===== src/rtl/rps_match_arb.sv =====
// rtl/rps_match_arb.sv - multi-player rock/paper/scissors round judge and match scorekeeper
module rps_match_arb #(
    parameter int NUM_PLAYERS = 2,
    parameter int SCORE_W     = 32,
    parameter int WIN_TARGET  = 3,
    localparam int IDX_W      = (NUM_PLAYERS > 2) ? $clog2(NUM_PLAYERS) : 1
) (
    input  logic                           clk,
    input  logic                           rst,
    input  logic [2*NUM_PLAYERS-1:0]       move,
    input  logic [NUM_PLAYERS-1:0]         go,
    output logic                           ack,
    output logic                           busy,
    output logic                           round_valid,
    output logic [NUM_PLAYERS-1:0]         round_win,
    output logic                           bad_move,
    output logic [SCORE_W-1:0]             tie_cnt,
    output logic [NUM_PLAYERS*SCORE_W-1:0] score,
    output logic                           match_done,
    output logic [IDX_W-1:0]               match_winner
);

    localparam int RW = $clog2(WIN_TARGET + 1);

    // Move encodings
    localparam logic [1:0] MV_NONE     = 2'b00;
    localparam logic [1:0] MV_ROCK     = 2'b01;
    localparam logic [1:0] MV_PAPER    = 2'b10;
    localparam logic [1:0] MV_SCISSORS = 2'b11;

    typedef enum logic [1:0] {
        COLLECT = 2'd0,
        JUDGE   = 2'd1,
        DONE    = 2'd2
    } state_t;

    state_t                           state, state_n;
    logic [2*NUM_PLAYERS-1:0]         mv_q, mv_n;
    logic [NUM_PLAYERS-1:0][RW-1:0]   rcnt, rcnt_n;

    logic                             ack_n;
    logic                             busy_n;
    logic                             rv_n;
    logic [NUM_PLAYERS-1:0]           rw_n;
    logic                             bad_n;
    logic [SCORE_W-1:0]               tie_n;
    logic [NUM_PLAYERS*SCORE_W-1:0]   score_n;
    logic                             md_n;
    logic [IDX_W-1:0]                 mw_n;

    // Round classification of the captured moves
    logic                             any_none;
    logic                             has_r;
    logic                             has_p;
    logic                             has_s;
    logic [1:0]                       n_distinct;
    logic [1:0]                       win_mv;
    logic                             found;

    // Summarise which moves appear in the captured round and which one beats the other
    always_comb begin
        any_none = 1'b0;
        has_r    = 1'b0;
        has_p    = 1'b0;
        has_s    = 1'b0;
        for (int i = 0; i < NUM_PLAYERS; i++) begin
            case (mv_q[2*i +: 2])
                MV_NONE:  any_none = 1'b1;
                MV_ROCK:  has_r    = 1'b1;
                MV_PAPER: has_p    = 1'b1;
                default:  has_s    = 1'b1;
            endcase
        end
        n_distinct = {1'b0, has_r} + {1'b0, has_p} + {1'b0, has_s};
        // Only meaningful when exactly two distinct moves are present
        if (has_r && has_s) begin
            win_mv = MV_ROCK;
        end else if (has_s && has_p) begin
            win_mv = MV_SCISSORS;
        end else begin
            win_mv = MV_PAPER;
        end
    end

    // Next-state and next-output logic for the collect/judge/done sequence
    always_comb begin
        state_n = state;
        mv_n    = mv_q;
        rcnt_n  = rcnt;
        ack_n   = 1'b0;
        rv_n    = 1'b0;
        rw_n    = '0;
        bad_n   = 1'b0;
        tie_n   = tie_cnt;
        score_n = score;
        md_n    = 1'b0;
        mw_n    = match_winner;
        found   = 1'b0;

        case (state)
            COLLECT: begin
                // A round starts only when every player is ready at once
                if (&go) begin
                    mv_n    = move;
                    ack_n   = 1'b1;
                    state_n = JUDGE;
                end
            end

            JUDGE: begin
                rv_n    = 1'b1;
                state_n = COLLECT;
                if (any_none) begin
                    bad_n = 1'b1;
                end else if (n_distinct != 2'd2) begin
                    if (tie_cnt != {SCORE_W{1'b1}}) begin
                        tie_n = tie_cnt + SCORE_W'(1);
                    end
                end else begin
                    for (int i = 0; i < NUM_PLAYERS; i++) begin
                        if (mv_q[2*i +: 2] == win_mv) begin
                            rw_n[i]   = 1'b1;
                            rcnt_n[i] = rcnt[i] + RW'(1);
                            if (rcnt_n[i] == RW'(WIN_TARGET)) begin
                                state_n = DONE;
                            end
                        end
                    end
                end
            end

            DONE: begin
                // Simultaneous finishers: the lowest index takes the match
                for (int i = 0; i < NUM_PLAYERS; i++) begin
                    if (!found && rcnt[i] == RW'(WIN_TARGET)) begin
                        found = 1'b1;
                        mw_n  = IDX_W'(i);
                        if (score[i*SCORE_W +: SCORE_W] != {SCORE_W{1'b1}}) begin
                            score_n[i*SCORE_W +: SCORE_W] = score[i*SCORE_W +: SCORE_W] + SCORE_W'(1);
                        end
                    end
                end
                md_n    = 1'b1;
                rcnt_n  = '0;
                state_n = COLLECT;
            end

            default: begin
                state_n = COLLECT;
            end
        endcase

        busy_n = (state_n != COLLECT);
    end

    // State, counters and all outputs update on the clock; reset abandons any pending result
    always_ff @(posedge clk) begin
        if (!rst) begin
            state        <= COLLECT;
            mv_q         <= '0;
            rcnt         <= '0;
            ack          <= 1'b0;
            busy         <= 1'b0;
            round_valid  <= 1'b0;
            round_win    <= '0;
            bad_move     <= 1'b0;
            tie_cnt      <= '0;
            score        <= '0;
            match_done   <= 1'b0;
            match_winner <= '0;
        end else begin
            state        <= state_n;
            mv_q         <= mv_n;
            rcnt         <= rcnt_n;
            ack          <= ack_n;
            busy         <= busy_n;
            round_valid  <= rv_n;
            round_win    <= rw_n;
            bad_move     <= bad_n;
            tie_cnt      <= tie_n;
            score        <= score_n;
            match_done   <= md_n;
            match_winner <= mw_n;
        end
    end

endmodule


===== config.mk =====
export PLATFORM = sky130hd
export DESIGN_NAME = rps_match_arb
export DESIGN_NICKNAME = d
export VERILOG_FILES = /design/src/rtl/rps_match_arb.sv
export SDC_FILE = /design/constraint.sdc
export NUM_CORES = 1
export LEC_CHECK = 0
export CAP_MARGIN = 20
export CORE_MARGIN = 2
export CORE_UTILIZATION = 60
export DETAILED_ROUTE_END_ITERATION = 7
export DONT_BUFFER_PORTS = 1
export HOLD_SLACK_MARGIN = 0.05
export MAX_ROUTING_LAYER = met4
export PLACE_DENSITY = 0.86
export SYNTH_ARGS = -nofsm -noshare
export SYNTH_HDL_FRONTEND = slang
export SYNTH_SLANG_ARGS = --single-unit

===== constraint.sdc =====
create_clock -name clk -period 3.84 [get_ports clk]
set_input_delay 0.96 -clock clk [delete_from_list [all_inputs] [get_ports clk]]
set_output_delay 0.96 -clock clk [all_outputs]
set_load 0.05 [all_outputs]

# Word-level counts from Yosys, hierarchy flattened
# Index checks and enable logic that the tools add are counted.
dict set report totals {
  ff_bits 114
  out_inout_bits 104
  elab_cells 100
}
dict set report classes {
  addsub 7
  n_eq_ne 20
  muxes 33
  n_bitwise 3
  reduce_logical 23
}
# op n
set ops {}
lappend ops {{adder 32 x 1 -> 32 bit (second input constant)} 3}
lappend ops {{inequality test 32 bit (second input constant)} 3}
lappend ops {{2-to-1 mux 2 bit} 10}
lappend ops {{2-to-1 mux 1 bit} 19}
lappend ops {{equality test 2 bit (second input constant)} 7}
lappend ops {{AND reduction 4 bit} 3}
lappend ops {{inequality test 2 bit (second input constant)} 5}
lappend ops {{AND reduction 3 bit} 3}
lappend ops {{2-to-1 mux 4 bit} 2}
lappend ops {{case mux 4 bit (2 select lines)} 1}
lappend ops {{AND reduction 2 bit} 4}
lappend ops {{equality test 2 x 1 -> 1 bit (second input constant)} 3}
lappend ops {{zero test 2 bit} 3}
lappend ops {{nonzero test 2 bit} 3}
lappend ops {{OR reduction 3 bit} 2}
lappend ops {{adder 2 x 1 -> 2 bit (second input constant)} 2}
lappend ops {{equality test 2 bit} 2}
lappend ops {{case mux 2 bit (2 select lines)} 1}
lappend ops {{OR reduction 4 bit} 1}
lappend ops {{logical AND 1 bit} 3}
lappend ops {{NOT 1 bit} 3}
lappend ops {{adder 1 x 1 -> 2 bit} 1}
lappend ops {{adder 2 x 1 -> 2 bit} 1}
lappend ops {{zero test 1 bit} 1}

# Logic depth before layout (Yosys ltp)
dict set report logic_depth {
  depth_word 15
  depth_mapped 10
}

# Worst setup path before layout
# No wires, ideal clock.
dict set report synth_timing {
  kind {register to register}
  startpoint {reg mv_q[2]}
  endpoint {reg tie_cnt[11]}
  setup_ns 0.070
  arrival_time_ns 2.533
  t_required_ns 3.770
  path_slack_ns 1.236
  stages_incl_launch_ff 11
  path_buffers 1
  synth_period_minus_slack_ns 2.604
  cell_sequence {dfxtp_1 -> nor2b_1 -> or2_2 -> inv_1 -> fa_1 -> nor2b_1 -> nor4b_4 -> nand2_1 -> buf_2 -> or4_1 -> a21oi_1}
}
dict set report synth_between {
  elab_chain_cells 6
  word_cells_on_any_way 13
  cone_classes {2 x add/sub; 3 x eq/ne; 4 x mux; 1 x bitwise; 3 x reduce/logical}
}
# element line_no
set synth_lines {}
lappend synth_lines {{from (decl)} 38} ;# logic [2*NUM_PLAYERS-1:0] mv_q, mv_n;
lappend synth_lines {{from (signal assigned)} 173} ;# mv_q <= mv_n;
lappend synth_lines {{equality test 2 x 1 -> 1 bit, or another cell as far along} 67} ;# case (mv_q[2*i +: 2])
lappend synth_lines {{2-to-1 mux 1 bit / OR reduction 3 bit (equally long branches)} -}
lappend synth_lines {{adder 1 x 1 -> 2 bit / 2-to-1 mux 1 bit (equally long branches)} {74, 67}}
lappend synth_lines {{adder 2 x 1 -> 2 bit} 74} ;# n_distinct = {1'b0, has_r} + {1'b0, has_p} + {1'b0, has_s};
lappend synth_lines {{inequality test 2 bit} 115} ;# end else if (n_distinct != 2'd2) begin
lappend synth_lines {{AND reduction 4 bit (no line) (*)} -}
lappend synth_lines {{to (signal assigned)} 180} ;# tie_cnt <= tie_n;
lappend synth_lines {{to (decl)} 17} ;# output logic [SCORE_W-1:0] tie_cnt,
# Every way passes the cells marked *; elsewhere a longest branch is shown, timed or not.
# A chain may end at the register's enable or synchronous reset.

# Worst setup path after layout
dict set report layout_timing {
  startpoint {reg mv_q[3]}
  endpoint {reg tie_cnt[22]}
}
# The elaborated chain is that of the path after synthesis.

==> flow_summary_export.csv <==
group,metric,value,unit
status,outcome,"complete, no violations",
critical_path,r2r_start,"mv_q[3]",
floorplanning,core,9680,µm²
cts,cts_tree,"done",
cts,postCtsSetupBuffers,0,
pwr,finalPower,2.90,mW
layout,drive_gt1_share,9.94,%
pwr,combPwrFrac,1.6,%
detailed_routing,vias,5336,
critical_path,path_common_cell,"nor2b_1",
layout,fillers,739,
yosys,syn_nets,702,
global_routing,grt_start_max_net_pins,76,
yosys,synth_edf_count,0,
timing,worst_pin_slew,0.824,ns
yosys,yosys_warnings,0,
critical_path,cp_data_required_time,4.26,ns
critical_path,path_cells,"nor2b_1, or2_2, inv_1, fa_1, nor2b_1, nor4_2, nand2_1, nor4_1, mux2i_1",
global_routing,antenna_found_initial,0,
critical_path,cp_slowest_cell,"dfxtp_1",
critical_path,slowest_delay,0.45,ns
timing,hold_viol,0,
timing,drv_slew,0,
layout,regArea,2280,µm²
timing,slew_headroom,44.6,%
yosys,synth.yosys.seq_area_share,38.6,%
layout,area_delta_synth_final,12.1,%
yosys,netlist.area_leader.share,38.6,%
floorplanning,start_util,61.0,%
floorplanning,die_x,103,µm
place,portBuffers,0,
critical_path,startpoint_type,"register",
cts,cts_buffer_depth,2,
detailed_routing,wl_per_cell,17.5,µm
yosys,syn_inst,685,
timing,min_period,3.06,ns
critical_path,crit_arrival,3.49,ns
critical_path,path_delay_family,"simple AND/OR/NAND/NOR gates",
layout,n_antenna_cell,0,
pwr,power_density,438,nW/µm²
yosys,syn_area,5910,µm²
timing,holdWs,0.524,ns
pwr,pwr-share-seq,41.3,%
global_routing,top_usage_layer,"met2",
pwr,p_switching,0.578,mW
timing,setup_violations,0,
global_routing,grt_usage,27.3,%
critical_path,crit_path_end_kind,"register",
yosys,syn_avg_cell_area,8.62,µm²
hold_path,holdPathEnd,"rcnt[3]",
critical_path,worstSetupPathType,"reg -> reg",
cts,cts_made_buffers,17,
hold_path,hold_start,"rcnt[3]",
detailed_routing,drt_iter0_drc,237,
yosys,yosys.cell_types.count,63,
timing,fmax,327,MHz
place,hpwl,9.72,mm
critical_path,rr_worst_depth,9,
global_routing,grt_pass1_vias,4740,
pwr,leakage,2.11,nW
yosys,ys.flop_type,"dfxtp_1",
cts,htreeDepth,4,
detailed_routing,drc,0,
yosys,yosysTopAreaCell,"dfxtp_1",
global_routing,use_met3,9.68,%
floorplanning,rows,36,
global_routing,use_met2,45.3,%
cts,cts_sinks,114,
timing,fin_skew,0.00717,ns
detailed_routing,ant_nets,0,
yosys,synthArstFlopShare,0,%
layout,multi_input_area,3410,µm²
hold_path,hold_path.class,"reg -> reg",
pwr,pwr-share-clk,57.1,%
flow_run,cap_violations,0,
pwr,p_int,2.32,mW
critical_path,ff2ff_setup_slack,0.78,ns
critical_path,path_buf_inv,1,
critical_path,path_max_fanout,16,
cts,holdBufCountCts,0,
place,gp_congestion,0.947,
detailed_routing,dr.pass1.iters,5,
cts,cts.clk_slew.worst_paths,0.05,ns
floorplanning,die_area,10700,µm²
cts,post_cts_resized,0,
layout,nets,698,
pwr,sw_frac_of_total,19.9,%
critical_path,r2r_end,"tie_cnt[22]",
detailed_routing,detail_route.wirelength,14.5,mm
floorplanning,num_io_pins,112,
timing,fin_setup_tns,0,ns
global_routing,grt-ovfl-total,0,
global_routing,met1_usage,31.0,%
pwr,peakVddDrop,0.000301,V
timing,period_share,79.7,%
floorplanning,die_h,103,µm
detailed_routing,vias_per_cell,6.45,
cts,root_buffer,"clkbuf_8",
hold_path,hold_path_depth,2,
yosys,synth-seq-cells,114,
cts,insertion_delay,0.51,ns
timing,rsz0062_at_grt,"no",
yosys,ys_top_cells_by_area,"dfxtp_1 (39%), mux2i_1 (4.9%), nand2_1 (4.4%)",
global_routing,grt_pass1_wl,22.3,mm
[logic make-up after synthesis]
family	Yosys count	synth area share, %
XOR/XNOR	15	2.22
adder cells (fa/ha/maj)	9	2.03
AND/OR/NAND/NOR	324	32.7
flip-flops	114	38.6
multiplexers	30	5.11
buffers and inverters	52	3.71
AO/OA/AOI/OAI	141	15.6
[metal layers]
metal	vias up	wire length (µm)
met5	-	0
met4	0	172
met3	18	1060
met2	206	7160
met1	2557	6060
li1	2555	-
[metrics by stage]
stage	area, µm²	util (%)	std cells	worst slack [ns]
after floorplan	5910	-	685	1.24
after global placement	5990	61.9	795	1.06
after CTS	6620	68.4	827	0.838
after global routing	6620	68.4	827	0.616
after detailed placement	5990	61.9	795	0.900
final	6620	68.4	827	0.779
[power by group through the flow]
stage / Combinational, mW / Clock, mW / Sequential, mW
floorplan: 0.0460 / 0 / 1.22
global placement: 0.0421 / 0 / 1.22
detailed placement: 0.0448 / 0 / 1.22
CTS: 0.0456 / 1.68 / 1.20
global route: 0.0500 / 1.73 / 1.20
finish: 0.0456 / 1.66 / 1.20
[worst min-delay path, stage by stage (launching register included)]
cell,delay [ns]
dfxtp_1,0.33
nor2_1,0.10
a211oi_1,0.05
[cell usage in the layout, fill, tap and decap left out, drive strengths merged, types with 3 or more instances in the layout]
cell	netlist	layout
o211ai	6	6
o21ai	23	23
ha	8	8
nand3	39	39
nor3	9	9
nand4	29	29
bufinv	0	4
clkbuf	15	23
nand2	70	70
nor4	24	24
xnor2	14	14
o31ai	29	29
or4	25	25
dfxtp	114	114
buf	15	7
or2	6	6
inv	22	22
and3	5	5
o311ai	4	4
a21oi	52	52
nor4b	5	5
clkinv	0	4
and4	7	7
or3	20	20
nand3b	3	3
nor2b	7	7
and2	7	7
mux2i	29	29
nor2	36	36
o41ai	3	3
o21a	4	4
a211oi	4	4
nand2b	27	27
[cell type report]
class | instances | area share, %
clock buffer | 23 | 7.20
tap | 133 | 2.51
multi-input combinational | 519 | 51.5
inverter | 22 | 1.25
clock inverter | 9 | 2.29
sequential | 114 | 34.5
timing repair buffer | 7 | 0.794
[how the worst max path moves through the flow]
stage / slack [ns] / from / endpoint / cells past startpoint
CTS: 0.84 / mv_q[1] / tie_cnt[22] / 9
floorplan: 1.24 / mv_q[2] / tie_cnt[11] / 10
detailed placement: 0.90 / mv_q[3] / tie_cnt[26] / 9
global placement: 1.06 / mv_q[1] / tie_cnt[27] / 9
global route: 0.62 / mv_q[1] / tie_cnt[14] / 9
finish: 0.78 / mv_q[3] / tie_cnt[22] / 9
[registers in the layout (all words and copies together), names as in the netlist, 2 cells and up]
signal / count
state: 2
round_win: 2
mv_q: 4
tie_cnt: 32
rcnt: 4
score: 64
[cells in the mapped netlist, drive strengths merged, types with 20 or more instances]
| cell | count |
|---|---|
| or4 | 25 |
| a21oi | 52 |
| o21ai | 23 |
| dfxtp | 114 |
| inv | 22 |
| mux2i | 29 |
| or3 | 20 |
| nor4 | 24 |
| o31ai | 29 |
| nand2 | 70 |
| nand2b | 27 |
| nand4 | 29 |
| nor2 | 36 |
| nand3 | 39 |
Note: power is estimated with default switching activity, not from simulation.
